**src/rtl/tl_ul_regfile_responder.sv**
```systemverilog
// TileLink-UL responder: single-beat Get/PutFull/PutPartial on a word register file,
// answered in acceptance order from a RSP_DEPTH-entry queue. Optional macro: TL_RSP_ERR_CHECK_EN.
module tl_ul_regfile_responder #(
  parameter int unsigned       ADDR_W    = 30,
  parameter int unsigned       SRC_W     = 5,
  parameter int unsigned       NUM_WORDS = 8,
  parameter logic [ADDR_W-1:0] BASE_ADDR = '0,
  parameter int unsigned       RSP_DEPTH = 2
) (
  input  logic              clock,
  input  logic              reset_n,
  input  logic              a_valid,
  output logic              a_ready,
  input  logic [2:0]        a_opcode,
  input  logic [2:0]        a_param,
  input  logic [1:0]        a_size,
  input  logic [SRC_W-1:0]  a_source,
  input  logic [ADDR_W-1:0] a_address,
  input  logic [3:0]        a_mask,
  input  logic [31:0]       a_data,
  output logic              d_valid,
  input  logic              d_ready,
  output logic [2:0]        d_opcode,
  output logic [1:0]        d_param,
  output logic [1:0]        d_size,
  output logic [SRC_W-1:0]  d_source,
  output logic              d_denied,
  output logic [31:0]       d_data,
  output logic              d_corrupt
);

  localparam int unsigned IDX_W = $clog2(NUM_WORDS);
  localparam int unsigned PTR_W = (RSP_DEPTH > 1) ? $clog2(RSP_DEPTH) : 1;
  localparam int unsigned CNT_W = $clog2(RSP_DEPTH) + 1;

  typedef enum logic [2:0] {
    OP_PUT_FULL = 3'd0,
    OP_PUT_PART = 3'd1,
    OP_GET      = 3'd4
  } a_op_e;

  typedef enum logic [2:0] {
    OP_ACK      = 3'd0,
    OP_ACK_DATA = 3'd1
  } d_op_e;

  typedef struct packed {
    logic [2:0]       opcode;
    logic [1:0]       size;
    logic [SRC_W-1:0] source;
    logic             denied;
    logic [31:0]      data;
  } rsp_t;

  logic [31:0]       r_regs [NUM_WORDS];
  rsp_t              r_q    [RSP_DEPTH];
  logic [PTR_W-1:0]  r_wr_ptr, r_rd_ptr;
  logic [CNT_W-1:0]  r_count;

  logic [ADDR_W-1:0] w_off;
  logic [IDX_W-1:0]  w_idx;
  logic              w_is_put, w_get, w_legal;
  logic              w_acc, w_deq;
  rsp_t              w_rsp, w_head;

  assign w_off    = a_address - BASE_ADDR;
  assign w_idx    = w_off[IDX_W+1:2];
  assign w_is_put = (a_opcode == OP_PUT_FULL) || (a_opcode == OP_PUT_PART);

`ifdef TL_RSP_ERR_CHECK_EN
  logic       w_in_range, w_misalign;
  logic [3:0] w_full_mask;

  // Offset wraps below BASE_ADDR, so one unsigned compare covers both bounds.
  always_comb begin
    w_in_range = (w_off < ADDR_W'(NUM_WORDS * 4));
    w_misalign = ((a_size == 2'd1) && a_address[0]) ||
                 ((a_size == 2'd2) && (a_address[1:0] != 2'b00));
    case (a_size)
      2'd0:    w_full_mask = 4'b0001 << a_address[1:0];
      2'd1:    w_full_mask = 4'b0011 << {a_address[1], 1'b0};
      default: w_full_mask = 4'b1111;
    endcase
    w_get   = (a_opcode == OP_GET);
    w_legal = (w_is_put || w_get) && (a_param == 3'd0) && (a_size != 2'd3) &&
              w_in_range && !w_misalign &&
              !((a_opcode == OP_PUT_FULL) && (a_mask != w_full_mask));
  end
`else
  logic w_unused;
  assign w_get    = !w_is_put;
  assign w_legal  = 1'b1;
  assign w_unused = ^{a_param, w_off};
`endif

  assign a_ready = reset_n && (r_count < CNT_W'(RSP_DEPTH));
  assign w_acc   = a_valid && a_ready;
  assign d_valid = (r_count != '0);
  assign w_deq   = d_valid && d_ready;

  always_comb begin
    w_rsp        = '0;
    w_rsp.size   = a_size;
    w_rsp.source = a_source;
    w_rsp.denied = !w_legal;
    if (!w_legal) begin
      w_rsp.opcode = (a_opcode == OP_GET) ? OP_ACK_DATA : OP_ACK;
    end else if (w_get) begin
      w_rsp.opcode = OP_ACK_DATA;
      w_rsp.data   = r_regs[w_idx];
    end else begin
      w_rsp.opcode = OP_ACK;
    end
  end

  always_ff @(posedge clock or negedge reset_n) begin
    if (!reset_n) begin
      for (int unsigned i = 0; i < NUM_WORDS; i++) r_regs[i] <= '0;
    end else if (w_acc && w_legal && w_is_put) begin
      for (int unsigned b = 0; b < 4; b++)
        if (a_mask[b]) r_regs[w_idx][8*b +: 8] <= a_data[8*b +: 8];
    end
  end

  function automatic logic [PTR_W-1:0] ptr_inc(input logic [PTR_W-1:0] p);
    return (p == PTR_W'(RSP_DEPTH - 1)) ? '0 : p + 1'b1;
  endfunction

  always_ff @(posedge clock or negedge reset_n) begin
    if (!reset_n) begin
      for (int unsigned i = 0; i < RSP_DEPTH; i++) r_q[i] <= '0;
      r_wr_ptr <= '0;
      r_rd_ptr <= '0;
      r_count  <= '0;
    end else begin
      if (w_acc) begin
        r_q[r_wr_ptr] <= w_rsp;
        r_wr_ptr      <= ptr_inc(r_wr_ptr);
      end
      if (w_deq) r_rd_ptr <= ptr_inc(r_rd_ptr);
      case ({w_acc, w_deq})
        2'b10:   r_count <= r_count + 1'b1;
        2'b01:   r_count <= r_count - 1'b1;
        default: r_count <= r_count;
      endcase
    end
  end

  // Popped entries linger in storage; gate so an empty queue drives all-zero fields.
  assign w_head    = d_valid ? r_q[r_rd_ptr] : '0;
  assign d_opcode  = w_head.opcode;
  assign d_param   = '0;
  assign d_size    = w_head.size;
  assign d_source  = w_head.source;
  assign d_denied  = w_head.denied;
  assign d_data    = w_head.data;
  assign d_corrupt = w_head.denied && (w_head.opcode == OP_ACK_DATA);

endmodule
```
**config.mk**
```make
export PLATFORM = sky130hd
export DESIGN_NAME = tl_ul_regfile_responder
export DESIGN_NICKNAME = d
export VERILOG_FILES = /design/src/rtl/tl_ul_regfile_responder.sv
export SDC_FILE = /design/constraint.sdc
export NUM_CORES = 1
export LEC_CHECK = 0
export CAP_MARGIN = 40
export CORE_ASPECT_RATIO = 1.75
export CORE_MARGIN = 4
export CORE_UTILIZATION = 50
export DETAILED_ROUTE_END_ITERATION = 10
export GPL_TIMING_DRIVEN = 0
export HOLD_SLACK_MARGIN = 0.05
export PLACE_DENSITY = 0.75
export SLEW_MARGIN = 15
export SYNTH_ARGS = -nofsm -noshare
export SYNTH_HDL_FRONTEND = slang
export SYNTH_SLANG_ARGS = --single-unit
export TNS_END_PERCENT = 50
```
**constraint.sdc**
```tcl
create_clock -name clock -period 3.7 [get_ports clock]
set_clock_uncertainty 0.05 [all_clocks]
set_input_delay 0.74 -clock clock [delete_from_list [all_inputs] [get_ports clock]]
set_output_delay 0.74 -clock clock [all_outputs]
set_load 0.05 [all_outputs]
```
==> results of run 1 <==
[layer usage]
| metal | vias to the layer above | routed length [um] |
|---|---|---|
| li1 | 4474 | - |
| met1 | 5015 | 14300 |
| met2 | 209 | 20000 |
| met3 | 67 | 1250 |
| met4 | 0 | 1050 |
| met5 | - | 0 |
[what timing repair did]
action                                  4_1_cts  5_1_grt
resized for setup                             0        0
setup buffers                                 0        0
hold buffers                                  1        0
endpoints found under the hold margin        24        0
endpoints found under the setup margin        1        0
[critical path: cells and delay by family, from the launching register on]
family / cells / cell delay, ns
simple gates: 2 / 0.39
buf+inv: 2 / 1.33
flops: 1 / 0.42
[report_power, final]
part           switching [uW]  internal, uW
logic                    1410           927
registers                 243          4190
clock network            1380          1710
total                    3030          6830
[layout make-up]
cell class	instances	area (um2)	area share
flip-flops and latches	340	8510	0.469
multi-input cells	776	6720	0.371
repair buffers	97	1050	0.0577
clock buffers	38	820	0.0452
well taps	391	489	0.0270
plain buffers	70	397	0.0219
clock inverters	14	145	0.00801
inverters	2	7.51	0.000414
[stage by stage]
| stage | hold slack [ns] | std cells | total power [uW] | utilization |
|---|---|---|---|---|
| 5_1_grt | 0.217 | 1728 | 10300 | 0.588 |
| 2_1_floorplan | 0.394 | 1188 | 6020 | - |
| 3_3_place_gp | 0.408 | 1671 | 6760 | 0.552 |
| 6_report | 0.184 | 1728 | 9860 | 0.588 |
| 3_5_place_dp | 0.414 | 1674 | 6850 | 0.555 |
| 4_1_cts | 0.193 | 1728 | 9940 | 0.588 |
[registers in the layout, summed over array words and instances (netlist names)]
signal / count
r_rd_ptr: 1
r_count: 2
r_regs: 256
r_wr_ptr: 1
r_q: 80
[cells in the mapped netlist, drive strengths merged]
library cell,count
dfrtp,340
mux2,270
mux2i,168
nand2,88
nor2,80
o21ai,64
o22ai,64
buf,40
clkbuf,30
nand3,12
and3,4
nand4,4
nand2b,3
nor2b,3
or2,3
inv,2
xnor2,2
xor2,2
and2,1
and3b,1
conb,1
ha,1
[kinds of logic after synthesis]
logic type | after synthesis | share of synthesized area
xor+xnor | 4 | 0.00224
other cells | 1 | 0.000240
mux | 438 | 0.310
flops | 340 | 0.545
fa+ha+maj | 1 | 0.000801
compound gates | 128 | 0.0462
simple gates | 199 | 0.0695
buf+inv | 72 | 0.0259
[path summary, 6_finish.rpt]
check / depth (start not counted) / slack [ns] / endpoint / from
max: 4 / 0.21 / d_data[8] / r_count[1]$_DFFE_PN0P_
min: 2 / 0.18 / r_regs[75]$_DFFE_PN0P_ / reset_n
max reg2reg: 5 / 1.62 / r_regs[149]$_DFFE_PN0P_ / r_count[1]$_DFFE_PN0P_
min reg2reg: 2 / 0.43 / r_q[83]$_DFFE_PN0P_ / r_q[83]$_DFFE_PN0P_
max in group asynchronous: 3 / 2.52 / r_regs[217]$_DFFE_PN0P_ / reset_n
min in group clock: 2 / 0.43 / r_q[83]$_DFFE_PN0P_ / r_q[83]$_DFFE_PN0P_
==> impl_summary.md, run 1 <==
Floorplan
The width of the die is 142 um. From bottom edge to top edge, the die measures approximately 240 um. The floorplan has 85 rows. The floorplan step defined a core boundary enclosing 30800 um2. For this configuration, the core starts out at a cell density of 0.506. The floorplan die area is 34200 um2. Pin placement for this block handled 131 I/O pins.

Clocking
The H-tree depth is 1. The insertion delay of the later-clocked pin in the worst-skew pair is 0.57 ns. The clock tree root buffer cell is clkbuf_16. The tree built by TritonCTS fans out to 340 sinks. Clock-pin slew was measured on the worst setup and hold paths at 0.07 ns. The TritonCTS clock tree is built. Counting the buffers created by CTS gives 29. No sink is reached through more buffers than the 3 on the longest clock path.

Layout
Compared with the post-synthesis result, the final layout area differs by 16.1%. Of the cells placed in the final design, the portion with a size suffix greater than 1 is 0.301. Leaving out fill and tap cells, the most frequent cell in the layout is dfrtp_1. The layout has approximately 2500 filler cells. The finished cells cover between 15000 and 20000 um2. The top cell types in the final layout, fill and taps aside, are 340 x dfrtp_1, 238 x mux2_2, 168 x mux2i_1.

The repair_antennas step left the layout with diodes totalling 0. The final net count is 1400.

Global route
The met3 track demand over resource in global routing is 0.0227. Entering global routing, the biggest net connects 110 pins. The total congestion overflow is 0. In the global route stage, overall resource usage came out at 0.216. The layer with the highest usage after global routing is met2. The first-pass GRT wire length is 58.3 mm. The global-route track usage on met2 is 0.402. The number of global-route vias before repair is 10500.

The number of antenna violations at the first check in global routing is 0. The met1 demand-to-capacity share in global routing is 0.255.

Logic synthesis
Counting distinct cell types in the post-synthesis netlist gives 33. A synthesized cell averages 13.2 um2. The cell type with the largest total area after synthesis is dfrtp_1. After synthesis, the cell types taking the most area are dfrtp_1 55%, mux2_2 17%, mux2i_1 11%, mux2_4 3.1%, o22ai_1 2.6%. The Yosys step of the flow raised 0 warnings. The gate count after technology mapping is 1183.

The part of the Yosys area used for sequential elements is 0.545. The cell area that synthesis handed to floorplanning was 15600 um2. Of the post-synthesis cell area, the dominant cell type holds 0.545. Synthesis inferred between 300 and 400 register bits.

Run status
The run finished with clean final reports.

Place
The congestion estimate from routability-driven global placement came to between 0.8 and 0.9. Timing analysis after detailed placement gives a worst setup slack of -0.0986 ns. The HPWL after detailed placement is 25.8 mm. The count of buffers from port buffering is slightly above 90. The placed instance area is ~17000 um2.

Timing
The final cycle utilization of the critical path is 0.943. Across all setup checks in the final design, the least slack found is roughly 0.21 ns. The transition time at the pin with the least slew margin is about 0.74 ns. The smallest clock period supported by the final layout is computed as between 3 and 4 ns. The maximum frequency from static timing analysis is 0.286 GHz. The final-report max-slew violation count was 0. Setup violations remaining at the end of the flow were counted as 0.

The remaining max-slew budget at the tightest pin is 0.504. The number of endpoints with negative hold slack in the final report came to 0. The summed negative setup slack over all endpoints is 0 ns. Setup repair after global routing left no endpoint under its margin.

Power
The power per cell area is between 500 and 600 nW/um2. The maximum vdd drop is 0.000572 V. The leakage dissipation is 0.00882 uW.

Critical path
The worst setup path is captured at an output port. Data on the critical path arrives at its endpoint at 2.70 ns. The maximum fanout along the worst path is 10. The critical path's slowest cell is clkdlybuf4s50_1. The required time reported for the critical path endpoint is 2.91 ns. The critical path launch point type is a flop. The largest stage delay on the critical path is 0.73 ns. The most numerous cell type found on the critical path is nor2_1. The critical setup path kind is reg2out. Traced cell by cell, the critical path runs through nor2_1 > clkbuf_1 > nor2_1 > clkdlybuf4s50_1.

Run
The total of max-cap violations is 0.

Routing
The wire length after detailed routing is ~37 mm. The number of nets with antenna violations after detailed routing is 0. The average vias per placed instance is 5.65.

The total number of vias is between 9000 and 10000. Dividing the detail-routed wire length by the instance count gives ~21 um. The first routing iteration left 434 violations. The pre-antenna-repair detailed-routing pass consisted of 7 iterations. In the routed design, unresolved DRC markers number 0.

Hold path
In this run the worst hold path is classified as in2async.
(Power assumes the default switching activity.)
==> run 2, diff against run 1 <==
- CORE_UTILIZATION: 50 -> 37
- PLACE_DENSITY: 0.75 -> 0.6
==> impl_summary.md, run 2 (same netlist as run 1, synthesis figures left out) <==
Critical path
The critical path launch point type was a flop (unchanged). The register-to-register path setup slack is 1.62 ns (about the same). The critical path's slowest cell is clkdlybuf4s50_1 (unchanged). The largest stage delay on the critical path is 0.74 ns (was 0.73 ns). The category of the worst setup path capture point is an output port (unchanged). Critical path, cell by cell: nor2_1 > clkbuf_1 > nor2_1 > clkdlybuf4s50_1 (unchanged). The maximum fanout along the worst path is 10 (unchanged). The critical setup path kind is reg2out (unchanged). The reg-to-reg critical path endpoint is r_regs[74]$_DFFE_PN0P_ (was r_regs[149]$_DFFE_PN0P_). The cell repeated most along the worst path is nor2_1 (unchanged). The signal arrival time at the worst endpoint is 2.73 ns (was 2.70 ns). The startpoint of the lowest-slack register-to-register path is r_count[1]$_DFFE_PN0P_ (unchanged).

The required time reported for the critical path endpoint is 2.91 ns (about the same). The number of cells traversed by the worst register-to-register path is 5 (unchanged).

Layout
The number of flip-flops in the largest register is 256 (unchanged). The layout-stage area growth over the synthesis result is 18.3% (was 16.1%). Largest registers in the final layout: r_regs x256, r_q x80, r_count x2 (unchanged).

The total area of sequential cells came to 8510 um2 (unchanged). The multi-input logic area is 6720 um2 (unchanged). The final core utilization is 0.443 (was 0.588). The commonest non-fill, non-tap cell in the layout is dfrtp_1 (unchanged). Top library cells by usage in the layout, fill and taps aside: 340 x dfrtp_1, 238 x mux2_2, 168 x mux2i_1 (unchanged). The count of non-filler cells in the finished layout is 1895 (was 1728). The final net count is 1401 (was 1400). The number of fill cells in the layout is 3870 (was 2504). The largest register by flop count is r_regs (unchanged). The post-route cell area was 18500 um2 (was 18100 um2). The share of post-route cells with drive strength above 1 was 0.302 (was 0.301).

Clocking
The number of buffers created by CTS is 30 (was 29). The clock tree root buffer cell was clkbuf_16 (unchanged). The maximum number of buffers from clock root to sink is 3 (unchanged). The number of setup buffers added after CTS is 0 (unchanged). The H-tree depth was 1 (unchanged).

The TritonCTS clock tree is built (unchanged). The TritonCTS sink count is 340 (unchanged). The insertion delay of the later-clocked pin in the worst-skew pair is 0.59 ns (was 0.57 ns).

The clock-pin transition on the worst setup and hold timing paths was 0.07 ns (about the same).

Floorplan
The core area is 41700 um2 (was 30800 um2). The floorplan die area came to 45700 um2 (was 34200 um2). The die span in y is 280 um (was 242 um).

The initial core utilization came to 0.374 (was 0.506). The width of the die is 163 um (was 142 um). The row count was 99 (was 85).

The top-level port count is 131 (unchanged).

Place
The count of placed standard cells including taps is 1838 (was 1674). The HPWL after detailed placement is 27.9 mm (was 25.8 mm). The placement-stage worst setup slack is -0.178 ns (was -0.0986 ns). The count of buffers from port buffering came to 92 (unchanged). The final estimated routing congestion in global placement is 0.790 (was 0.815).

The placed instance area is 17300 um2 (was 17100 um2).

Routing
The wire length after detailed routing is 39.7 mm (was 36.6 mm). The number of nets with antenna violations after detailed routing was 0 (unchanged). The total number of vias is 9618 (was 9765). The violation count after the first detailed-routing iteration came to 476 (was 434). The per-cell routed wire length was 20.9 um (was 21.2 um).

The first-pass detailed-route iteration total is 6 (was 7). The average vias per placed instance is 5.08 (was 5.65). The remaining design rule violation count is 0 (unchanged).

Global route
The total congestion overflow is 0 (unchanged). The first-pass GRT wire length was 62.1 mm (was 58.3 mm). The number of antenna violations at the first check in global routing came to 1 (was 0). The overall routing resource usage is 0.175 (was 0.216).

The number of global-route vias before repair is 10500 (about the same). The maximum number of pins on one net before global-route repair is 112 (was 110).

Timing
The remaining max-slew budget at the tightest pin is 0.479 (was 0.504). Unrepaired setup endpoints after global routing: no (unchanged). The number of endpoints with negative hold slack in the final report came to 0 (unchanged). The final cycle utilization of the critical path is 0.951 (was 0.943).

The worst hold margin is 0.111 ns (was 0.184 ns). The number of setup violations in the final report is 0 (unchanged). The maximum frequency from static timing analysis is 0.284 GHz (was 0.286 GHz). The shortest clock period the worst path allows after layout is 3.52 ns (was 3.49 ns). The setup slack after layout is 0.183 ns (was 0.210 ns). The transition time at the pin with the least slew margin is 0.781 ns (was 0.745 ns). The final-report max-slew violation count was 0 (unchanged).

Hold path
The type of the most critical hold path is in2async (unchanged).

Power
The leakage dissipation is 0.00889 uW (was 0.00882 uW). The maximum vdd drop is 0.000379 V (was 0.000572 V). The power per cell area is 550 nW/um2 (was 544 nW/um2).

Run status
Run status: finished, final reports clean (unchanged).

Run
The total of max-cap violations is 0 (unchanged).
run 2: layout make-up:
class                   instances  share of cell area
flip-flops and latches        340               0.461
multi-input cells             776               0.364
repair buffers                 97              0.0581
clock buffers                  40              0.0465
well taps                     555              0.0376
plain buffers                  70              0.0215
clock inverters                14              0.0116
inverters                       2            0.000406
diodes                          1            0.000135
run 2: power breakdown:
part | internal, uW | switching [uW] | total, uW
registers | 4190 | 236 | 4430
logic | 930 | 1410 | 2340
clock network | 1980 | 1420 | 3400
total | 7100 | 3060 | 10200
run 2: per-stage QoR:
step / setup TNS, ns / power, uW
after floorplan: 0 / 6020
after global placement: -8213.55 / 6810
after detailed placement: -1.22 / 6870
after CTS: 0 / 10300
after global routing: 0 / 10600
final: 0 / 10200
run 2: worst max-delay path: cells and delay by family (launching register included):
kind | cells | cell delay (ns)
simple gates | 2 | 0.41
flops | 1 | 0.42
buf+inv | 2 | 1.32
run 2: worst max-delay path by stage:
stage                                 from                       to  slack (ns)  depth (start not counted)
floorplan             r_rd_ptr$_DFFE_PN0P_                d_data[0]        1.42                          4
global placement                   reset_n  r_regs[218]$_DFFE_PN0P_      -12.57                          1
detailed placement                 reset_n                  a_ready       -0.18                          5
CTS                 r_count[1]$_DFFE_PN0P_                d_data[5]        0.07                          4
global route        r_count[1]$_DFFE_PN0P_               d_data[25]       0.009                          4
finish              r_count[1]$_DFFE_PN0P_                d_data[5]        0.18                          4
run 2: timing repair:
action,in CTS,in global routing
hold buffers,1,0
hold endpoints to repair,67,0
setup endpoints to repair,1,0
gates resized for setup,1,0
run 2: per-layer routing:
layer  track usage  share of wire
met5             0              0
met1         0.207           0.40
met2         0.330           0.54
met4        0.0549          0.027
met3        0.0178          0.033
